<file path="src/rtl/ui_debounce_pkg.sv">
// ui_debounce_pkg: shared timing constants for the input debouncer
package ui_debounce_pkg;
  localparam int DEFAULT_PRESCALE     = 1000;
  localparam int DEFAULT_STABLE_TICKS = 4;
  localparam int SIM_PRESCALE         = 4;
  localparam int SIM_STABLE_TICKS     = 3;
endpackage

</file>
<file path="src/rtl/ui_debounce_bit.sv">
// ui_debounce_bit: synchroniser, stability counter and edge pulses for one input channel
module ui_debounce_bit
  import ui_debounce_pkg::*;
#(
  parameter int STABLE_TICKS = DEFAULT_STABLE_TICKS
) (
  input  logic clk,
  input  logic rst_n,
  input  logic ena,
  input  logic tick,
  input  logic din,
  output logic db_out,
  output logic rise,
  output logic fall
);
  localparam int CNT_W = $clog2(STABLE_TICKS + 1);
  localparam logic [CNT_W-1:0] LAST = CNT_W'(STABLE_TICKS - 1);

  logic [1:0]       sync;
  logic [CNT_W-1:0] cnt;

  // two-flop synchroniser keeps running while disabled so the first enabled sample is fresh
  always_ff @(posedge clk or negedge rst_n) begin
    if (!rst_n) sync <= '0;
    else        sync <= {sync[0], din};
  end

  // any agreeing sample restarts the window; a full run of disagreeing ticks flips the level
  always_ff @(posedge clk or negedge rst_n) begin
    if (!rst_n) begin
      cnt    <= '0;
      db_out <= 1'b0;
      rise   <= 1'b0;
      fall   <= 1'b0;
    end else begin
      rise <= 1'b0;
      fall <= 1'b0;
      if (!ena || sync[1] == db_out) cnt <= '0;
      else if (tick && cnt == LAST) begin
        cnt    <= '0;
        db_out <= ~db_out;
        rise   <= ~db_out;
        fall   <= db_out;
      end else if (tick) cnt <= cnt + 1'b1;
    end
  end
endmodule

</file>
<file path="src/rtl/ui_debounce.sv">
// ui_debounce: per-pin synchronise and debounce with shared sample prescaler and edge pulses
module ui_debounce
  import ui_debounce_pkg::*;
#(
  parameter int WIDTH        = 8,
  parameter int PRESCALE     = DEFAULT_PRESCALE,
  parameter int STABLE_TICKS = DEFAULT_STABLE_TICKS
) (
  input  logic             clk,
  input  logic             rst_n,
  input  logic             ena,
  input  logic [WIDTH-1:0] din,
  output logic [WIDTH-1:0] db_out,
  output logic [WIDTH-1:0] rise,
  output logic [WIDTH-1:0] fall,
  output logic             tick
);
  localparam int PW = $clog2(PRESCALE);
  localparam logic [PW-1:0] PLAST = PW'(PRESCALE - 1);

  logic [PW-1:0] pcnt, pnext;

  // wrap the prescaler after PRESCALE-1
  always_comb pnext = (pcnt == PLAST) ? '0 : pcnt + 1'b1;

  // tick is registered so it is high exactly while the count sits at PRESCALE-1
  always_ff @(posedge clk or negedge rst_n) begin
    if (!rst_n) begin
      pcnt <= '0;
      tick <= 1'b0;
    end else begin
      pcnt <= ena ? pnext : '0;
      tick <= ena && (pnext == PLAST);
    end
  end

  for (genvar i = 0; i < WIDTH; i++) begin : g_ch
    ui_debounce_bit #(.STABLE_TICKS(STABLE_TICKS)) u_bit (
      .clk   (clk),
      .rst_n (rst_n),
      .ena   (ena),
      .tick  (tick),
      .din   (din[i]),
      .db_out(db_out[i]),
      .rise  (rise[i]),
      .fall  (fall[i])
    );
  end
endmodule

</file>
<file path="config.mk">
export PLATFORM = sky130hd
export DESIGN_NAME = ui_debounce
export DESIGN_NICKNAME = d
export VERILOG_FILES = /design/src/rtl/ui_debounce_pkg.sv /design/src/rtl/ui_debounce_bit.sv /design/src/rtl/ui_debounce.sv
export SDC_FILE = /design/constraint.sdc
export NUM_CORES = 1
export LEC_CHECK = 0
export ABC_AREA = 1
export BUFFER_PORTS_ARGS = -buffer_cell sky130_fd_sc_hd__buf_2
export CORE_UTILIZATION = 50
export DETAILED_ROUTE_END_ITERATION = 8
export PLACE_DENSITY = 0.75
export SLEW_MARGIN = 10
export SYNTH_ARGS = -nofsm -noshare
export SYNTH_HDL_FRONTEND = slang
export SYNTH_SLANG_ARGS = --single-unit
</file>
<file path="constraint.sdc">
create_clock -name clk -period 1.45 [get_ports clk]
set_input_delay 0.29 -clock clk [delete_from_list [all_inputs] [get_ports clk]]
set_output_delay 0.29 -clock clk [all_outputs]
set_load 0.005 [all_outputs]
</file>
Word level (Yosys, flattened, before mapping)
Index checks and enable logic that the tools add are counted.
Word-level totals
  register bits after elaboration: 75
  input port bits: 11
  output and inout bits: 25
Cells by class
  add/subtract/negate cells: 9
  eq/ne operators: 18
  mux-type cells: 58
  bitwise operators: 16
  reduce and logical (&&, ||, !) cells: 34
Operators with widths (number)
  3-bit two-way mux: 24
  1-bit two-way mux: 32
  3-bit by 1-bit adder with 3-bit output, second input constant: 8
  3-bit by 2-bit == test with 1-bit output, second input constant: 8
  3-bit nonzero test: 8
  10-bit == test, second input constant: 2
  10-bit two-way mux: 2
  1-bit inverter: 16
  2-bit AND reduction: 8
  10-bit by 1-bit adder with 10-bit output, second input constant: 1
  1-bit logical AND: 9
  1-bit == test: 8
  1-bit logical OR: 8
  1-bit logical NOT: 1

Longest topological paths before layout
Gate-level depths: netlist (run 1).
  depth after elaboration: 4
  mapped depth: 9
  mapped depth without buffers: 9

By module
Synthesis (run 1) repeated with hierarchy kept, for this count alone.
Unflattened totals
  cells, all modules: 385
  area total of the unflattened synthesis: 3509.6 sq um
By module, submodules not included
  ui_debounce_bit: instances 8, cells an instance 38, area each 357.8 sq um, seq. area each 200.2 sq um
  ui_debounce: instances 1, cells an instance 81, area each 646.9 sq um, seq. area each 275.3 sq um

Worst setup path before layout (run 1)
No wires, ideal clock.
  path type: reg2reg
  start point: register pcnt[0]
  end point: register tick
  arrival: 1.228 ns
  required time: 1.381 ns
  setup slack: 0.153 ns
  stages on the path, launching flop included: 9
  buffers on the path: 0
  period minus slack after synthesis: 1.297 ns
  cells stage by stage: dfrtp_1 -> ha_1 -> nand2_2 -> nor2_4 -> nand3_2 -> nand2_2 -> nor2_4 -> nand3_2 -> nor2_2
Between the ends
  word-level cells in the longest chain between the ends: 4
RTL lines
  start, declared: RTL line ui_debounce.sv:21  | logic [PW-1:0] pcnt, pnext;
  start signal, assigned: RTL line ui_debounce.sv:32  | pcnt <= ena ? pnext : '0;
  10-bit by 1-bit adder with 10-bit output / 10-bit == test (equally long branches): RTL line ui_debounce.sv:24  | always_comb pnext = (pcnt == PLAST) ? '0 : pcnt + 1'b1;
  10-bit two-way mux (*): RTL line ui_debounce.sv:24
  10-bit == test (*): RTL line ui_debounce.sv:33  | tick <= ena && (pnext == PLAST);
  1-bit logical AND (*): RTL line ui_debounce.sv:33
  end signal, assigned: RTL line ui_debounce.sv:33
  end, declared: RTL line ui_debounce.sv:16  | output logic tick
Mark *: on every way between the ends. The rest lies on a longest branch, timed or not.
A chain may end at the register's enable or synchronous reset.

Final worst setup path (run 1)
Ends and elaborated chain as after synthesis.

==> summary by stage, run 1 <==
Outcome
The run finished with clean final reports.

Hold path
The tightest min-delay check is of the input pin to flop type. In this run the most critical hold path is launched from din[1].

Floorplanning
The core region area is roughly 0.0063 mm². The floorplan die width is around 83 µm. The number of placed I/O pins is 36. The height of the chip is between 80 and 90 µm. The initial utilization of the core area, before any placement, comes to 0.518. The floorplan step defined a die boundary enclosing between 0.006 and 0.007 mm².

The count of standard-cell rows is 29.

Drt
In the detailed route, the total length drawn on met3 is about 290 µm. The number of vias after detailed routing is ~2200. Wire segments on met2 add up to around 2500 µm in the final route. The uppermost layer routed is met4. The detail route stage leaves a number of antenna-violating nets equal to 0.

After detailed routing, the average wire length per cell comes to about 12 µm. For this run, design rule violations remaining after detail routing come to 0. In this run, the number of DRC markers left after iteration 0 of detailed routing was approximately 100.

After detailed routing, the number of vias per cell comes to ~5.0. The detailed router put a total of ~2300 µm of wire on met1. Wires add up to about 5200 µm. The count of TritonRoute iterations in the first routing pass is 4.

STA
For this run, the top clock speed supported by timing is roughly 730 MHz. In the post-route analysis, the smallest setup slack over all paths is between 70 and 80 ps. The sum of negative setup slack is 0 ps. The portion of the clock cycle consumed by the worst path in the final layout is 0.947. The minimum clock period is ~1400 ps. The transition time at the pin with the least slew margin is about 360 ps. The post-route worst hold slack is between 40 and 50 ps. The worst clock skew is roughly 5.3 ps. The headroom to the max-slew limit is 0.760. Setup repair after global routing left no endpoint under its margin. The final number of max-transition violations is 0. The count of final setup violators is 0. The total count of hold-check failures in the final report is 0.

Finish
The number of nets in the layout is 385. From synthesis to final layout, the design area changed by 11.9%. The most frequent standard cell in the layout excluding fill and tap cells is dfrtp_1. The count of antenna diodes in the layout is 0. Of the cells placed in the final design, the portion with a size suffix greater than 1 is 0.214.

The top cell types in the final layout, fill and taps aside, are 75 x dfrtp_1, 56 x nand2_1, 53 x nor2_1, 34 x inv_1, 34 x buf_2.

Worst setup path
The worst register-to-register path has a depth of 8. The critical path ends at tick. The flop-to-flop setup slack is 80 ps.

STA classifies the critical path startpoint as a flop. By startpoint and endpoint, the worst setup path is classified as flop to flop. The startpoint identified for the worst register-to-register timing path is pcnt[0].

The endpoint type of the worst setup path is a flop. The arrival time at the worst endpoint is between 1500 and 2000 ps. Along the worst path, the maximum fanout reaches 5. The end of the worst register-to-register path is tick.

At the worst endpoint, the required time is around 1700 ps. The origin of the worst setup path is pcnt[0].

Synthesis
The most common flop cell mapped by yosys is dfrtp_1. In this run the cell area of the synthesized design comes to about 0.0033 mm². The part of the Yosys area used for sequential elements is 0.574. The synthesized design contains 0 enable-type register cells. The cell count after synthesis came out at 339. In this run, distinct cell masters in the synthesized netlist total 24. The dominant cell type by area after synthesis is dfrtp_1. The per-instance average area after synthesis is about 9.6 µm². The synthesized netlist net count is 359.

The Yosys step of the flow raised 0 warnings. The top-area cell type share of the netlist area is 0.574. The async set or reset register ratio after synthesis is 1.00. By area the synthesized netlist is led by dfrtp_1 57%, nand2_1 6.4%, nor2_1 6.1%, buf_4 5.7%, inv_1 3.9%. Counting flops and latches in the post-synthesis netlist gives 75.

Global routing
The first global-routing pass estimated between 9000 and 10000 µm of wire. The largest net degree at the start of global routing is 31. The overflow left after global routing is 0.

The overall fraction of global-route tracks in use is 0.174. The via count of the first global-routing pass is ~2200. The number of antenna violations at the first check in global routing is 0.

Clock tree
The count of H-tree levels built during CTS is 3. The later pin in the worst-skew pair is clocked with a latency of roughly 340 ps. The worst-case clock buffer depth is 2. The clock-pin slew of the registers on the worst-case setup and hold paths is approximately 70 ps. Buffers inserted during clock tree synthesis total 9.

TritonCTS built the clock tree. The clock sink count is 75. The CTS root buffer is clkbuf_8.

Place
Summed over all nets, the half-perimeter wirelength after detailed placement is 3680 µm. The count of input and output buffers is 35. At the placement stage, the worst setup path has a slack of ~38 ps. At the end of routability-driven placement, the weighted congestion stood at approximately 0.87.

Run
The total of max-cap violations is 0.

Power
The design draws approximately 3900 µW. The maximum vdd ir drop is 0.768 mV. For this design the ratio of total power to cell area is between 1000 and 1500 mW/mm².

The analysis attributes to cell leakage a power of 0.00184 µW.
==> power by group <==
part           leakage, µW  internal (µW)  switching (µW)
Sequential        0.000988           2120            16.4
Combinational     0.000748           45.3            93.8
Clock             0.000109            904             690
Total              0.00184           3070             800
==> worst min path at each step <==
stage	to	cells past startpoint	slack, ps
2_1_floorplan	g_ch[0].u_bit.cnt[0]	0	-6
3_3_place_gp	g_ch[5].u_bit.sync[1]	1	230
3_5_place_dp	g_ch[5].u_bit.sync[1]	1	230
4_1_cts	g_ch[3].u_bit.sync[0]	1	30
5_1_grt	g_ch[3].u_bit.sync[0]	1	30
6_report	g_ch[1].u_bit.sync[0]	1	50
==> layout make-up <==
| cell class | instances | area, µm² |
|---|---|---|
| clock buffers | 16 | 210 |
| well taps | 77 | 96.3 |
| repair buffers | 43 | 265 |
| fillers | 537 | 2660 |
| flip-flops and latches | 75 | 1880 |
| multi-input cells | 201 | 1070 |
| inverters | 35 | 134 |
==> cell families (layout without fill, tap and decap cells) <==
group,after synthesis,after routing,synth area share
xor+xnor,4,4,0.0107
simple gates,157,157,0.221
buf+inv,63,94,0.105
flops,75,75,0.574
compound gates,31,31,0.0544
fa+ha+maj,9,9,0.0345
==> metal layers <==
layer,vias up,track usage
li1,1114,-
met1,1046,0.216
met2,52,0.275
met3,11,0.0686
met4,0,0.0643
met5,-,0
==> synth_stat cells (5+ instances only) <==
| master | count |
|---|---|
| dfrtp_1 | 75 |
| nand2_1 | 56 |
| nor2_1 | 53 |
| inv_1 | 34 |
| buf_4 | 25 |
| a21oi_1 | 21 |
| nand3_1 | 17 |
| ha_1 | 9 |
| a211oi_1 | 8 |
| nand4_1 | 6 |
| nor3_1 | 5 |
==> through the flow <==
stage | area [µm²] | utilization | std cells
after floorplan | 3270 | - | 339
after global placement | 3400 | 0.539 | 429
after detailed placement | 3400 | 0.539 | 429
after CTS | 3620 | 0.574 | 446
after global routing | 3660 | 0.579 | 447
final | 3660 | 0.579 | 447
==> flip-flops by register name, indices dropped and copies added (netlist names) <==
name               cells
g_ch.u_bit.db_out      8
pcnt                  10
g_ch.u_bit.fall        8
g_ch.u_bit.sync       16
g_ch.u_bit.rise        8
g_ch.u_bit.cnt        24
tick                   1
==> critical path, cell delays in order (launching register included) <==
cell,delay [ps]
dfrtp_1,390
ha_2,240
nand2_4,80
nor2_4,140
nand3_4,120
nand3b_1,140
nor2_1,60
nand2_1,60
nor2_2,40
==> timing repair <==
item | 4_1_cts | 5_1_grt
resized for setup | 0 | 5
hold buffers | 1 | 0
setup buffers | 0 | 1
endpoints found under the setup margin | 0 | 1
hold endpoints to repair | 25 | 0
Power figures use the tool's default switching activity.
==> inputs of run 2 (changes only) <==
--- a/config.mk
+++ b/config.mk
@@ -6,10 +6,10 @@
 export NUM_CORES = 1
 export LEC_CHECK = 0
 export ABC_AREA = 1
-export BUFFER_PORTS_ARGS = -buffer_cell sky130_fd_sc_hd__buf_2
 export CORE_UTILIZATION = 50
 export DETAILED_ROUTE_END_ITERATION = 8
-export PLACE_DENSITY = 0.75
+export DONT_BUFFER_PORTS = 1
+export PLACE_DENSITY = 0.7
 export SLEW_MARGIN = 10
 export SYNTH_ARGS = -nofsm -noshare
 export SYNTH_HDL_FRONTEND = slang
==> run 2 against run 1 <==
Sequential power is essentially flat. Global-route usage shrank 0.74 points. Wire length shrank 2.6%. Highest routed layer unchanged. Via count shrank 4.0%. The run now ends with hold timing left. Total power grew 3.4%. Combinational power shrank 33%. Cell count shrank 6.9%.
==> summary by stage, run 2 (same netlist as run 1, synthesis figures left out) <==
Finish
The fraction of final layout cells with drive strength greater than 1 is 0.124 (was 0.214). The total area of multi-input combinational cells is 0.00107 mm² (about the same). Highest-count cells in the layout ignoring fill and taps: 74 x dfrtp_1, 56 x nand2_1, 53 x nor2_1, 34 x inv_1, 21 x a21oi_1 (was 75 x dfrtp_1, 56 x nand2_1, 53 x nor2_1, 34 x inv_1, 34 x buf_2). Biggest regs: g_ch.u_bit.cnt x24, g_ch.u_bit.sync x16, pcnt x10 (unchanged). The post-route cell area was 0.00352 mm² (was 0.00366 mm²).

The final core utilization is 0.558 (was 0.579). The most frequent standard cell in the layout excluding fill and tap cells is dfrtp_1 (unchanged). The count of antenna diodes in the layout was 0 (unchanged). The area growth from synthesis to layout was 7.81% (was 11.9%). The area taken by flip-flops and latches is 0.00188 mm² (about the same). The number of flip-flops under the largest register name is 24 (unchanged). The register with the most flip-flops is g_ch.u_bit.cnt (unchanged). The final-layout fill cell count came to 546 (was 537). The number of nets in the layout is 354 (was 385).

Clock tree
The clock-pin slew of the registers on the worst-case setup and hold paths was 70 ps (about the same). The later-pin clock latency in the skew report is 340 ps (about the same). The number of buffers created by CTS was 9 (unchanged).

The TritonCTS clock tree is done (unchanged). The count of H-tree levels built during CTS is 3 (unchanged). The worst-case clock buffer depth is 2 (unchanged). The clock sink count is 75 (unchanged). The number of buffers inserted for hold repair after clock tree synthesis is 8 (was 1). The CTS root buffer was clkbuf_8 (unchanged).

Worst setup path
The buffering stage count on the worst path with inverters included is 0 (unchanged). Cell-by-cell trace of the critical path: ha_4 > nand2_4 > nor2_4 > nand3_2 > nand3_1 > nor2_1 > nand2_1 > nor2_2 (was ha_2 > nand2_4 > nor2_4 > nand3_4 > nand3b_1 > nor2_1 > nand2_1 > nor2_2). The worst reg-to-reg path cell count is 8 (unchanged). The required time reported for the critical path endpoint is 1730 ps (was 1690 ps). The endpoint type of the worst setup path was a flop (unchanged). The beginning of the worst register-to-register path is pcnt[1] (was pcnt[0]). The largest stage delay on the critical path was 430 ps (was 390 ps). The end of the worst register-to-register path is tick (unchanged).

The cell with the largest stage delay on the worst path is dfrtp_1 (unchanged). The cell class contributing the biggest share of worst-path delay is simple AND/OR/NAND/NOR gates (unchanged). The maximum fanout along the worst path was 5 (unchanged). The kind of launch point of the worst setup path is a flop (unchanged). The flop-to-flop setup slack was 100 ps (was 80 ps). The critical path class is flop to flop (unchanged). The arrival time at the worst endpoint was 1630 ps (was 1610 ps).

Floorplanning
The height of the chip is 82.8 µm (unchanged). The effective utilization at floorplan is 0.518 (unchanged). The die area is 0.00686 mm² (unchanged).

The core region area is 0.00631 mm² (unchanged). The floorplan die width is 82.8 µm (unchanged). The number of placed I/O pins is 36 (unchanged). The count of standard-cell rows came to 29 (unchanged).

Drt
The per-cell via count in the routed design is 5.13 (was 4.97). The number of vias after detailed routing is 2134 (was 2223). The detailed-routing wirelength on met1 is 2330 µm (was 2350 µm). The routed wire length on met2 is 2340 µm (was 2510 µm). The count of TritonRoute iterations in the first routing pass is 4 (unchanged). The routed length per instance is 12.3 µm (was 11.7 µm). The uppermost layer routed is met4 (unchanged). The count of unresolved DRC violations after routing is 0 (unchanged). The routed length on met3 was 301 µm (was 287 µm). The total wire length after detailed routing is 5110 µm (was 5240 µm). The starting DRC count in detailed routing is 89 (was 104). The remaining antenna violation count after routing came to 0 (unchanged).

Power
The portion of total power attributed to sequential cells came to 0.535 (was 0.552). The maximum vdd ir drop is 1.19 mV (was 0.768 mV). The power density over cell area is 1140 mW/mm² (was 1060 mW/mm²). The proportion of power drawn by the clock network was 0.442 (was 0.412). The static leakage is 0.00169 µW (was 0.00184 µW).

The combinational fraction of design power came to 0.023 (was 0.036). The total power draw was 4000 µW (was 3870 µW). The switching component of the power is 824 µW (was 800 µW). The switching part of the total power is 0.206 (was 0.207). The design internal power is 3180 µW (was 3070 µW).

Outcome
The checks that failed: hold timing. Outcome: complete, but fails checks (was completed).

Global routing
The number of antenna violations at the first check in global routing is 0 (unchanged). The via count of the first global-routing pass is 2019 (was 2225). The overall fraction of global-route tracks in use is 0.166 (was 0.174).

The global-route wire length before repair is 9000 µm (was 9500 µm). The overflow left after global routing is 0 (unchanged). The largest net degree at the start of global routing is 76 (was 31).

Hold path
The class of the worst hold path is input pin to asynchronous set/reset pin (was input pin to flop).

STA
The count of final setup violators is 0 (unchanged). The final number of max-transition violations is 0 (unchanged). The upper clock frequency limit is 741 MHz (was 728 MHz). The sum of negative setup slack was 0 ps (unchanged).

The minimum clock period is 1350 ps (was 1370 ps). The transition time at the pin with the least slew margin is 296 ps (was 360 ps). The portion of the clock cycle consumed by the worst path in the final layout is 0.931 (was 0.947). The total count of hold-check failures in the final report is 75 (was 0). The worst clock skew was 8.25 ps (was 5.28 ps). The headroom to the max-slew limit came to 0.802 (was 0.760). The post-route worst hold slack is -364 ps (was 47.0 ps).

Run
The total of max-cap violations was 0 (unchanged).

Place
The placed wire-length estimate came to 3280 µm (was 3680 µm). The count of input and output buffers is 0 (was 35). The post-placement cell area is 0.00318 mm² (was 0.00340 mm²).

The last weighted congestion value of the routability-driven placer came to 0.924 (was 0.870).
run 2: cell count changes in the layout (fill, tap and decap cells not counted), moves of 2 or more:
cell	before	now
buf_2	34	0
clkinvlp_4	0	2
dlygate4sd3_1	1	8
buf_4	6	3
clkbuf_8	15	10
bufinv_16	0	2
run 2: worst max-delay path by stage:
stage	start	to	slack, ps	cells after the start
after detailed placement	pcnt[0]	tick	10	8
final	pcnt[1]	tick	100	8
after floorplan	pcnt[0]	tick	150	8
after global routing	pcnt[0]	tick	-9	9
after CTS	pcnt[0]	tick	30	8
after global placement	pcnt[0]	tick	80	8
run 2: metal layers:
layer,GRT usage,vias up
met5,0,-
met4,0.0674,0
met3,0.0626,12
met2,0.257,58
met1,0.211,1017
li1,-,1047
run 2: power by group through the flow:
| stage | clock network (µW) | logic, µW | registers, µW |
|---|---|---|---|
| after global routing | 1890 | 104 | 2140 |
| after detailed placement | 0 | 61.6 | 2180 |
| after global placement | 0 | 61.4 | 2180 |
| after floorplan | 0 | 56.5 | 2170 |
| after CTS | 1810 | 80.5 | 2140 |
| final | 1770 | 92.8 | 2140 |
run 2: stage by stage:
stage	std cells	worst slack [ps]
3_5_place_dp	390	10.8
2_1_floorplan	339	153
6_report	416	101
5_1_grt	416	-9.05
3_3_place_gp	390	84.8
4_1_cts	414	34.6
run 2: layout make-up:
class                   count  area share
clock buffers              10      0.0391
clock inverters             6      0.0252
well taps                  77      0.0273
inverters                  35      0.0380
repair buffers             12      0.0348
flip-flops and latches     75       0.533
multi-input cells         201       0.303
run 2: timing repair:
item                                   CTS  global route
endpoints found under the hold margin   83            75
buffers inserted                         0             2
pin swaps                                0             1
setup endpoints to repair                1             1
gates resized for setup                  1             3
==> inputs of run 3 (changes only) <==
--- a/config.mk
+++ b/config.mk
@@ -6,6 +6,7 @@
 export NUM_CORES = 1
 export LEC_CHECK = 0
 export ABC_AREA = 1
+export CORE_ASPECT_RATIO = 2
 export CORE_UTILIZATION = 50
 export DETAILED_ROUTE_END_ITERATION = 8
 export DONT_BUFFER_PORTS = 1
==> run 3 against run 2 <==
The run still ends with hold timing left. Fmax is 3.3% lower. Wire length is 7.1% higher. Critical path depth is 1 higher. Clock power is 35% higher. Sequential power hardly changed. First-iteration DRC count is 39% higher. Sequential share of layout area is 1.9 points lower. Count of clock-buffer cells in the layout is 1 higher. Worst hold slack better by 14 ps. Critical path type unchanged. Largest power group is now clock. Highest routed layer unchanged.
==> summary by stage, run 3 (same netlist as run 1, synthesis figures left out) <==
Outcome
Outcome: complete, but fails checks (unchanged). Violated checks: hold timing (unchanged).

STA
The sum of negative setup slack is 0 ps (unchanged). The worst clock skew was 5.69 ps (was 8.25 ps). The count of final setup violators is 0 (unchanged). The post-route worst hold slack was -350 ps (was -364 ps). The upper clock frequency limit was 717 MHz (was 741 MHz). The headroom to the max-slew limit was 0.819 (was 0.802). The minimum clock period was 1400 ps (was 1350 ps). The total count of hold-check failures in the final report is 75 (unchanged). Setup repair after global routing could not meet its margin everywhere. The final number of max-transition violations is 0 (unchanged). The transition time at the pin with the least slew margin is 272 ps (was 296 ps). The portion of the clock cycle consumed by the worst path in the final layout is 0.962 (was 0.931).

Worst setup path
The required time reported for the critical path endpoint is 1720 ps (was 1730 ps). The kind of launch point of the worst setup path is a flop (unchanged). The arrival time at the worst endpoint is 1660 ps (was 1630 ps).

The endpoint type of the worst setup path is a flop (unchanged). The maximum fanout along the worst path came to 4 (was 5). The critical path class is flop to flop (unchanged).

Finish
The fraction of final layout cells with drive strength greater than 1 came to 0.128 (was 0.124). The register with the most flip-flops was g_ch.u_bit.cnt (unchanged). The most frequent standard cell in the layout excluding fill and tap cells is dfrtp_1 (unchanged).

The count of antenna diodes in the layout was 0 (unchanged). Biggest regs: g_ch.u_bit.cnt x24, g_ch.u_bit.sync x16, pcnt x10 (unchanged). The number of flip-flops under the largest register name is 24 (unchanged). Highest-count cells in the layout ignoring fill and taps: 75 x dfrtp_1, 55 x nand2_1, 51 x nor2_1, 34 x inv_1, 21 x a21oi_1 (was 74 x dfrtp_1, 56 x nand2_1, 53 x nor2_1, 34 x inv_1, 21 x a21oi_1). The filler-free cell count of the finished design is 423 (was 416).

The number of nets in the layout is 352 (was 354). The area growth from synthesis to layout was 11.7% (was 7.81%).

Global routing
The overall fraction of global-route tracks in use is 0.184 (was 0.166). The number of antenna violations at the first check in global routing came to 0 (unchanged). The via count of the first global-routing pass is 2119 (was 2019). The largest net degree at the start of global routing is 76 (unchanged). The overflow left after global routing is 0 (unchanged). The global-route wire length before repair is 9160 µm (was 9000 µm).

Drt
The count of TritonRoute iterations in the first routing pass is 4 (unchanged). The starting DRC count in detailed routing came to 124 (was 89). The remaining antenna violation count after routing came to 0 (unchanged). The count of unresolved DRC violations after routing was 0 (unchanged). The number of vias after detailed routing is 2135 (was 2134). The total wire length after detailed routing was 5470 µm (was 5110 µm). The per-cell via count in the routed design is 5.05 (was 5.13). The routed length per instance is 12.9 µm (was 12.3 µm).

Power
The static leakage is 0.00173 µW (was 0.00169 µW). The maximum vdd ir drop is 0.668 mV (was 1.19 mV). The power density over cell area came to 1270 mW/mm² (was 1140 mW/mm²).

Floorplanning
The floorplan die width is 59.2 µm (was 82.8 µm). The number of placed I/O pins is 36 (unchanged). The effective utilization at floorplan is 0.518 (about the same). The count of standard-cell rows came to 41 (was 29). The core region area is 0.00631 mm² (about the same). The height of the chip is 116 µm (was 82.8 µm).

The die area was 0.00688 mm² (was 0.00686 mm²).

Place
The placed instance count was 399 (was 390). The placed wire-length estimate is 3660 µm (was 3280 µm). The last weighted congestion value of the routability-driven placer is 0.813 (was 0.924). The count of input and output buffers came to 0 (unchanged).

Clock tree
The CTS root buffer is clkbuf_16 (was clkbuf_8). The post-CTS setup buffer count is 0 (unchanged). The number of buffers inserted for hold repair after clock tree synthesis is 8 (unchanged).

The later-pin clock latency in the skew report is 330 ps (was 340 ps). The number of buffers created by CTS is 9 (unchanged). The count of H-tree levels built during CTS was 3 (unchanged).

The TritonCTS clock tree was done (unchanged). The clock-pin slew of the registers on the worst-case setup and hold paths is 60 ps (was 70 ps). The worst-case clock buffer depth was 2 (unchanged).

The clock sink count was 75 (unchanged).

Run
The total of max-cap violations was 0 (unchanged).

Hold path
The class of the worst hold path was input pin to asynchronous set/reset pin (unchanged).
## run 3: changes by cell type in the layout (fill, tap and decap cells not counted), moves of 2 or more
| cell | change |
|---|---|
| nor2_1 | -2 |
| buf_4 | -2 |
| clkbuf_8 | -8 |
| clkinv_2 | +2 |
| clkbuf_16 | +9 |
| clkinvlp_4 | -2 |
## run 3: worst paths after layout
path | startpoint | to | slack, ps | cells after the start
max in group asynchronous | rst_n | g_ch[1].u_bit.rise | 1680 | 0
worst min register to register | g_ch[6].u_bit.sync[0] | g_ch[6].u_bit.sync[1] | 340 | 0
worst max-delay path | pcnt[1] | tick | 50 | 9
worst min-delay path | rst_n | g_ch[2].u_bit.sync[0] | -350 | 0
worst max register to register | pcnt[1] | tick | 50 | 9
min in group clk | ena | pcnt[8] | 120 | 2
## run 3: per-stage QoR
step                area (µm²)  worst slack (ps)   util  power [µW]
global placement          3190              74.7  0.506        2240
CTS                       3600              25.0  0.571        4650
detailed placement        3190              38.1  0.506        2240
floorplan                 3270               153      -        2230
global route              3650             -25.5  0.578        4770
finish                    3650              54.5  0.578        4630
## run 3: report_power, final
group | leakage, µW | switching [µW] | total, µW | internal [µW]
combinational | 0.000581 | 55.1 | 97.8 | 42.7
sequential | 0.000988 | 19.0 | 2140 | 2120
clock | 0.000165 | 798 | 2390 | 1590
## run 3: layer usage
| metal | wire [µm] | GRT usage | up-vias |
|---|---|---|---|
| met1 | 2050 | 0.186 | 1044 |
| met3 | 174 | 0.0576 | 13 |
| met5 | 0 | 0 | - |
| li1 | - | - | 1045 |
| met4 | 165 | 0.114 | 0 |
| met2 | 3080 | 0.318 | 33 |
## run 3: cell type report
| class | count | area, µm² |
|---|---|---|
| clock buffer | 11 | 253 |
| tap | 86 | 108 |
| clock inverter | 5 | 75.1 |
| timing repair buffer | 10 | 108 |
| fill | 556 | 2660 |
| sequential | 75 | 1880 |
| multi-input combinational | 201 | 1100 |
| inverter | 35 | 134 |
## run 3: timing repair
item / CTS / global route
setup endpoints to repair: 0 / 1
endpoints found under the hold margin: 83 / 75
resized for setup: 0 / 10
## run 3: worst max-delay path, cell delays in order, from the launching register on
cell and delay, ps:
dfrtp_1 420, ha_4 190, inv_1 50, nand2_1 80, nand2_2 60, nor2_2 130, nand3_2 100, nor2_4 140
nand3_2 70, nor2_2 100
